==> config.mk <==
export PLATFORM = sky130hd
export DESIGN_NAME = cnt_share_ctrl
export DESIGN_NICKNAME = d
export VERILOG_FILES = /design/src/rtl/cnt_share_ctrl.sv
export SDC_FILE = /design/constraint.sdc
export NUM_CORES = 1
export LEC_CHECK = 0
export BUFFER_PORTS_ARGS = -buffer_cell sky130_fd_sc_hd__buf_2
export CAP_MARGIN = 20
export CORE_MARGIN = 2
export CORE_UTILIZATION = 50
export DETAILED_ROUTE_END_ITERATION = 8
export GPL_TIMING_DRIVEN = 0
export PLACE_DENSITY = 0.78
export SLEW_MARGIN = 20
export SYNTH_ARGS = -nofsm -noshare
export SYNTH_HDL_FRONTEND = slang
export SYNTH_SLANG_ARGS = --single-unit
==> constraint.sdc <==
create_clock -name clk -period 2.84 [get_ports clk]
set_input_delay 0.142 -clock clk [delete_from_list [all_inputs] [get_ports clk]]
set_output_delay 0.142 -clock clk [all_outputs]
set_load 0.02 [all_outputs]
==> src/rtl/cnt_share_ctrl.sv <==
// rtl/cnt_share_ctrl.sv - round-robin sequencer time-sharing one start/stop counter
//
// Purpose:
//   Arbitrates NREQ requesters round-robin for a single shared up-counter.
//   For each winner it clears the counter, starts it, watches cnt_val until
//   the winner's sampled target is reached (or the winner drops its request),
//   then stops the counter and reports completion with a one-cycle done pulse.
//
// Ports:
//   clk        clock
//   reset      asynchronous, active-high reset
//   req        per-requester level request, held until done for that requester
//   tgt        packed targets, requester i at [i*CW +: CW], sampled at grant
//   gnt        one-hot grant, held for the whole run
//   busy       high whenever the sequencer is not idle
//   done       one-cycle completion pulse
//   done_id    index of the completed requester (valid with done)
//   done_cnt   final counter value (valid with done)
//   abort      with done: run was cut short because the request dropped
//   cnt_clr    counter clear pulse
//   cnt_start  counter start pulse
//   cnt_stop   counter stop pulse
//   cnt_val    current counter value

module cnt_share_ctrl #(
  parameter int NREQ = 4,
  parameter int CW   = 4,
  parameter int IDW  = 2
) (
  input  logic                 clk,
  input  logic                 reset,
  input  logic [NREQ-1:0]      req,
  input  logic [NREQ*CW-1:0]   tgt,
  output logic [NREQ-1:0]      gnt,
  output logic                 busy,
  output logic                 done,
  output logic [IDW-1:0]       done_id,
  output logic [CW-1:0]        done_cnt,
  output logic                 abort,
  output logic                 cnt_clr,
  output logic                 cnt_start,
  output logic                 cnt_stop,
  input  logic [CW-1:0]        cnt_val
);

  typedef enum logic [1:0] {
    IDLE  = 2'd0,
    CLEAR = 2'd1,
    RUN   = 2'd2,
    STOP  = 2'd3
  } state_t;

  state_t          state;
  state_t          state_n;
  logic [IDW-1:0]  rr_ptr;
  logic [IDW-1:0]  rr_ptr_n;
  logic [IDW-1:0]  gnt_id;
  logic [IDW-1:0]  gnt_id_n;
  logic [CW-1:0]   tgt_q;
  logic [CW-1:0]   tgt_q_n;

  logic [NREQ-1:0] gnt_n;
  logic            busy_n;
  logic            done_n;
  logic [IDW-1:0]  done_id_n;
  logic [CW-1:0]   done_cnt_n;
  logic            abort_n;
  logic            cnt_clr_n;
  logic            cnt_start_n;
  logic            cnt_stop_n;

  logic [IDW:0]    rr_sum;
  logic [IDW-1:0]  rr_idx;
  logic            rr_found;
  logic [IDW-1:0]  rr_pick;
  logic [IDW:0]    rr_next;
  logic [CW-1:0]   pick_tgt;

  // Round-robin search: first set request at or above rr_ptr, wrapping at
  // NREQ. The sum is one bit wider so the wrap works for non-power-of-two NREQ.
  always_comb begin
    rr_found = 1'b0;
    rr_pick  = '0;
    rr_sum   = '0;
    rr_idx   = '0;
    for (int i = 0; i < NREQ; i++) begin
      rr_sum = {1'b0, rr_ptr} + (IDW+1)'(i);
      if (rr_sum >= (IDW+1)'(NREQ)) begin
        rr_sum = rr_sum - (IDW+1)'(NREQ);
      end
      rr_idx = rr_sum[IDW-1:0];
      if (!rr_found && req[rr_idx]) begin
        rr_found = 1'b1;
        rr_pick  = rr_idx;
      end
    end
  end

  // Pointer advance past the winner, and the winner's target slice.
  always_comb begin
    rr_next = {1'b0, rr_pick} + (IDW+1)'(1);
    if (rr_next == (IDW+1)'(NREQ)) begin
      rr_next = '0;
    end
    pick_tgt = '0;
    for (int i = 0; i < NREQ; i++) begin
      if (rr_pick == IDW'(i)) begin
        pick_tgt = tgt[i*CW +: CW];
      end
    end
  end

  // Next-state logic. Every output is registered from a value computed here,
  // so nothing on req or cnt_val reaches an output combinationally.
  always_comb begin
    state_n     = state;
    rr_ptr_n    = rr_ptr;
    gnt_id_n    = gnt_id;
    tgt_q_n     = tgt_q;
    gnt_n       = gnt;
    done_cnt_n  = '0;
    abort_n     = 1'b0;
    cnt_start_n = 1'b0;

    case (state)
      IDLE: begin
        if (rr_found) begin
          state_n  = CLEAR;
          gnt_id_n = rr_pick;
          gnt_n    = NREQ'(1) << rr_pick;
          tgt_q_n  = pick_tgt;
          rr_ptr_n = rr_next[IDW-1:0];
        end
      end
      CLEAR: begin
        // A zero target is already satisfied by the clear itself.
        if (tgt_q == '0) begin
          state_n = STOP;
        end else begin
          state_n     = RUN;
          cnt_start_n = 1'b1;
        end
      end
      RUN: begin
        // Match takes priority over a request drop in the same cycle.
        if (cnt_val == tgt_q) begin
          state_n    = STOP;
          done_cnt_n = cnt_val;
        end else if (!req[gnt_id]) begin
          state_n    = STOP;
          done_cnt_n = cnt_val;
          abort_n    = 1'b1;
        end
      end
      STOP: begin
        state_n = IDLE;
        gnt_n   = '0;
      end
      default: begin
        state_n = IDLE;
        gnt_n   = '0;
      end
    endcase

    cnt_clr_n  = (state_n == CLEAR);
    cnt_stop_n = (state_n == STOP);
    done_n     = (state_n == STOP);
    done_id_n  = (state_n == STOP) ? gnt_id_n : '0;
    busy_n     = (state_n != IDLE);
  end

  always_ff @(posedge clk or posedge reset) begin
    if (reset) begin
      state     <= IDLE;
      rr_ptr    <= '0;
      gnt_id    <= '0;
      tgt_q     <= '0;
      gnt       <= '0;
      busy      <= 1'b0;
      done      <= 1'b0;
      done_id   <= '0;
      done_cnt  <= '0;
      abort     <= 1'b0;
      cnt_clr   <= 1'b0;
      cnt_start <= 1'b0;
      cnt_stop  <= 1'b0;
    end else begin
      state     <= state_n;
      rr_ptr    <= rr_ptr_n;
      gnt_id    <= gnt_id_n;
      tgt_q     <= tgt_q_n;
      gnt       <= gnt_n;
      busy      <= busy_n;
      done      <= done_n;
      done_id   <= done_id_n;
      done_cnt  <= done_cnt_n;
      abort     <= abort_n;
      cnt_clr   <= cnt_clr_n;
      cnt_start <= cnt_start_n;
      cnt_stop  <= cnt_stop_n;
    end
  end

endmodule

==> results.txt <==
----------------------------------------------------
[STA]
  Post-Route Hold Slack ... 11.7 ps
  Share of the clock period used by the worst path after layout ... 0.840
  Slew Viols, Final ... 0
  Measured slew at the worst slew-check pin ... 919 ps
  Smallest setup slack after layout ... 454 ps
  Final total negative setup slack ... 0 ps
  Normalized max-slew margin ... 0.387
  Final worst clock skew ... around 2.2 ps
  Setup repair after global routing missed its margin ... false
  Period minus WS final ... 2390 ps
  Number of setup violations in the final report ... 0
  Highest clock frequency the design can meet ... 419 MHz
  Final hold viol count ... 0

[Synthesis]
  Synth Net Count ... 163
  Number of distinct library cells after synthesis ... 34
  Most used flip-flop cell after synthesis ... sky130_fd_sc_hd__dfrtp_1
  Fraction of synthesized cell area taken by the top area cell type ... 0.455
  Mean cell area of the mapped netlist ... 10.7 um2
  Number of flops mapped to enable cells by yosys ... 0
  Biggest area contributors in the synthesized netlist ... sky130_fd_sc_hd__dfrtp_1 (45%), sky130_fd_sc_hd__ha_1 (8.2%), sky130_fd_sc_hd__a21oi_1 (4.0%), sky130_fd_sc_hd__a211o_1 (3.8%), sky130_fd_sc_hd__a22o_1 (3.8%)
  Proportion of synthesized flip-flops having asynchronous set or reset ... 1.00
  Fraction of the yosys area taken by sequential cells ... 0.455
  Number of storage elements in the synthesis netlist ... 25
  Cell area after synthesis ... between 0.001 and 0.0015 mm2
  Library cell with the largest summed area after synthesis ... sky130_fd_sc_hd__dfrtp_1
  Post-synthesis instance total ... 128
  Synthesis Warnings ... 0

[Routing]
  Initial DRC Count ... 25
  DR pass1 iterations ... 4
  DRT Wirelength ... 2770 um
  Average via count per standard cell ... between 5 and 6
  Post-route ant nets ... 0
  Post-DR wirelength/cell ... 13.6 um
  DR DRC count ... 0
  Total number of vias ... 1139

[Cells and area]
  Nets@finish ... 209
  Fill count ... ~250
  Proportion of layout cells with a drive suffix above 1 ... 0.301
  Layout area overhead ... 19.7%
  Area occupied by multi-input gates ... 692 um2
  Antenna diode count ... 0
  Post-route cell area ... 0.00165 mm2
  Cell Count, Final, Fillers Out ... ~200
  Area of all sequential standard cells ... about 630 um2

[Clock tree]
  Clock root buffer ... sky130_fd_sc_hd__clkbuf_4
  Level count of the clock H-tree ... 1
  Clock transition at path regs ... 130 ps
  Clock latency at the later pin of the worst-skew pair ... 310 ps
  Number of buffers added for setup after CTS ... 0
  Clock tree from TritonCTS ... yes
  Count of hold-fix buffers inserted at cts ... 0
  Number of gates resized after cts ... 0
  Number of buffers on the longest clock path ... 2
  TritonCTS Sinks ... 25
  Number of CTS-inserted buffers ... 3

[Setup path]
  Critical Path Sink Type ... flop
  Critical path data arrival time ... 2600 ps
  Critical path start-end classification ... flop to flop
  Startpoint kind of the worst setup timing path ... flop
  Reg2reg setup slack ... between 400 and 500 ps
  Largest driver fanout on the critical path ... 5
  Required time at the endpoint of the critical path ... 3050 ps

[Power]
  Worst supply voltage drop on vdd ... around 0.62 mV
  Static leakage power ... about 0.88 nW
  Total power divided by cell area ... 1060 mW/mm2

[Placement]
  Detailed placement HPWL ... 2200 um
  Final Wtd Congestion ... between 0.7 and 0.8
  Placed cell count ... 200
  Port Buffer Count ... 41
  DP Area ... ~0.0016 mm2
  DP Worst Slack ... 472 ps

[Outcome]
  Run status ... completed

[Global routing]
  Number of antenna violations at the first check in global routing ... 0
  Global-route usage over all layers ... 0.193
  Global-route wire length before repair ... just under 5000 um
  Overflow left after global routing ... 0
  Vias in the first global route ... 1148
  Maximum number of pins on one net before global-route repair ... 26

[Die]
  Initial standard-cell utilization of the core ... 0.512
  I/O pins ... 42
  Row count ... 19
  Overall die area ... 0.00319 mm2
  Placeable Area ... between 0.002 and 0.003 mm2
  Die height ... 56.4 um
  Die span in x ... ~56 um

[Hold path]
  Hold Crit Class ... primary input to async pin

[Flow run]
  Number of maximum-capacitance constraint violations ... 0

----------------------------------------------------
-- worst max-delay path, cell delays in order (launching register included) --
cell	delay, ps
sky130_fd_sc_hd__dfrtp_1	460
sky130_fd_sc_hd__mux2i_1	280
sky130_fd_sc_hd__nor2_1	80
sky130_fd_sc_hd__nor4_1	420
sky130_fd_sc_hd__inv_1	130
sky130_fd_sc_hd__ha_1	250
sky130_fd_sc_hd__nor2b_1	170
sky130_fd_sc_hd__a221oi_1	290
sky130_fd_sc_hd__a211o_1	140
sky130_fd_sc_hd__a21oi_1	60
-- layout make-up --
| cell class | instances | share of cell area |
|---|---|---|
| clock buffers | 3 | 0.0137 |
| repair buffers | 41 | 0.125 |
| clock inverters | 1 | 0.00304 |
| inverters | 10 | 0.0228 |
| plain buffers | 4 | 0.0122 |
| well taps | 31 | 0.0236 |
| flip-flops and latches | 25 | 0.380 |
| multi-input cells | 89 | 0.420 |
-- cell usage in the layout (no fill, tap or decap), types with 3 or more instances in the layout --
cell type	instances
sky130_fd_sc_hd__buf_2	41
sky130_fd_sc_hd__dfrtp_1	25
sky130_fd_sc_hd__a21oi_1	11
sky130_fd_sc_hd__inv_1	10
sky130_fd_sc_hd__nor2_1	10
sky130_fd_sc_hd__ha_1	9
sky130_fd_sc_hd__nand2_1	7
sky130_fd_sc_hd__a211o_1	6
sky130_fd_sc_hd__and3_1	6
sky130_fd_sc_hd__a22o_1	6
sky130_fd_sc_hd__nor2b_1	4
sky130_fd_sc_hd__a221oi_1	4
sky130_fd_sc_hd__xor2_1	4
sky130_fd_sc_hd__clkbuf_4	3
-- flip-flops by register name, summed over array words and instances (netlist names) --
| signal | flops |
|---|---|
| done_id | 2 |
| gnt | 4 |
| cnt_stop | 1 |
| gnt_id | 2 |
| done_cnt | 4 |
| rr_ptr | 2 |
| cnt_start | 1 |
| abort | 1 |
| cnt_clr | 1 |
| tgt_q | 4 |
| busy | 1 |
| state | 2 |
-- metrics by stage --
| stage | total power, mW | util |
|---|---|---|
| after CTS | 1.76 | 0.613 |
| after global routing | 1.90 | 0.613 |
| after floorplan | 1.35 | - |
| after global placement | 1.56 | 0.603 |
| final | 1.75 | 0.613 |
| after detailed placement | 1.61 | 0.603 |
-- path summary, 6_finish.rpt --
kind / startpoint / endpoint / depth (start not counted)
worst max-delay path: rr_ptr[1] / tgt_q[1] / 9
worst min-delay path: reset / state[0] / 2
worst max register to register: rr_ptr[1] / tgt_q[1] / 9
worst min register to register: gnt_id[1] / gnt_id[1] / 2
max in group asynchronous: reset / state[1] / 2
min in group clk: cnt_val[0] / done_cnt[0] / 2
-- kinds of logic (layout without fill, tap and decap cells) --
| logic type | count (synthesis) | count (layout) | synth area share |
|---|---|---|---|
| xor+xnor | 4 | 4 | 0.0255 |
| fa+ha+maj | 9 | 9 | 0.0819 |
| compound gates | 38 | 38 | 0.228 |
| mux | 2 | 2 | 0.0237 |
| simple gates | 36 | 36 | 0.144 |
| flops | 25 | 25 | 0.455 |
| buf+inv | 14 | 59 | 0.0419 |
-- cells in the mapped netlist, types with 2 or more instances --
| library cell | count |
|---|---|
| sky130_fd_sc_hd__a21oi_1 | 11 |
| sky130_fd_sc_hd__o41ai_2 | 2 |
| sky130_fd_sc_hd__xor2_1 | 4 |
| sky130_fd_sc_hd__inv_1 | 10 |
| sky130_fd_sc_hd__a221oi_1 | 4 |
| sky130_fd_sc_hd__ha_1 | 9 |
| sky130_fd_sc_hd__nor2_1 | 10 |
| sky130_fd_sc_hd__nand2_1 | 7 |
| sky130_fd_sc_hd__nor4_1 | 2 |
| sky130_fd_sc_hd__o31ai_1 | 2 |
| sky130_fd_sc_hd__a22o_1 | 6 |
| sky130_fd_sc_hd__and3_1 | 6 |
| sky130_fd_sc_hd__nor2b_1 | 4 |
| sky130_fd_sc_hd__dfrtp_1 | 25 |
| sky130_fd_sc_hd__nand2b_1 | 2 |
| sky130_fd_sc_hd__a211o_1 | 6 |
-- power breakdown --
| group | leakage (nW) | internal, mW | switching, mW | total [mW] |
|---|---|---|---|---|
| Clock | 0.0177 | 0.0526 | 0.101 | 0.154 |
| Sequential | 0.317 | 0.511 | 0.110 | 0.621 |
| Combinational | 0.541 | 0.419 | 0.557 | 0.976 |
| Total | 0.875 | 0.983 | 0.768 | 1.75 |
-- layer usage --
metal  vias up  share of wire  global-route usage
met5         -              0                   0
met4         0          0.012              0.0714
met3         4          0.039              0.0346
met2        32           0.52               0.337
met1       542           0.43               0.235
li1        561              -                   -
Power figures use the tool's default switching activity.
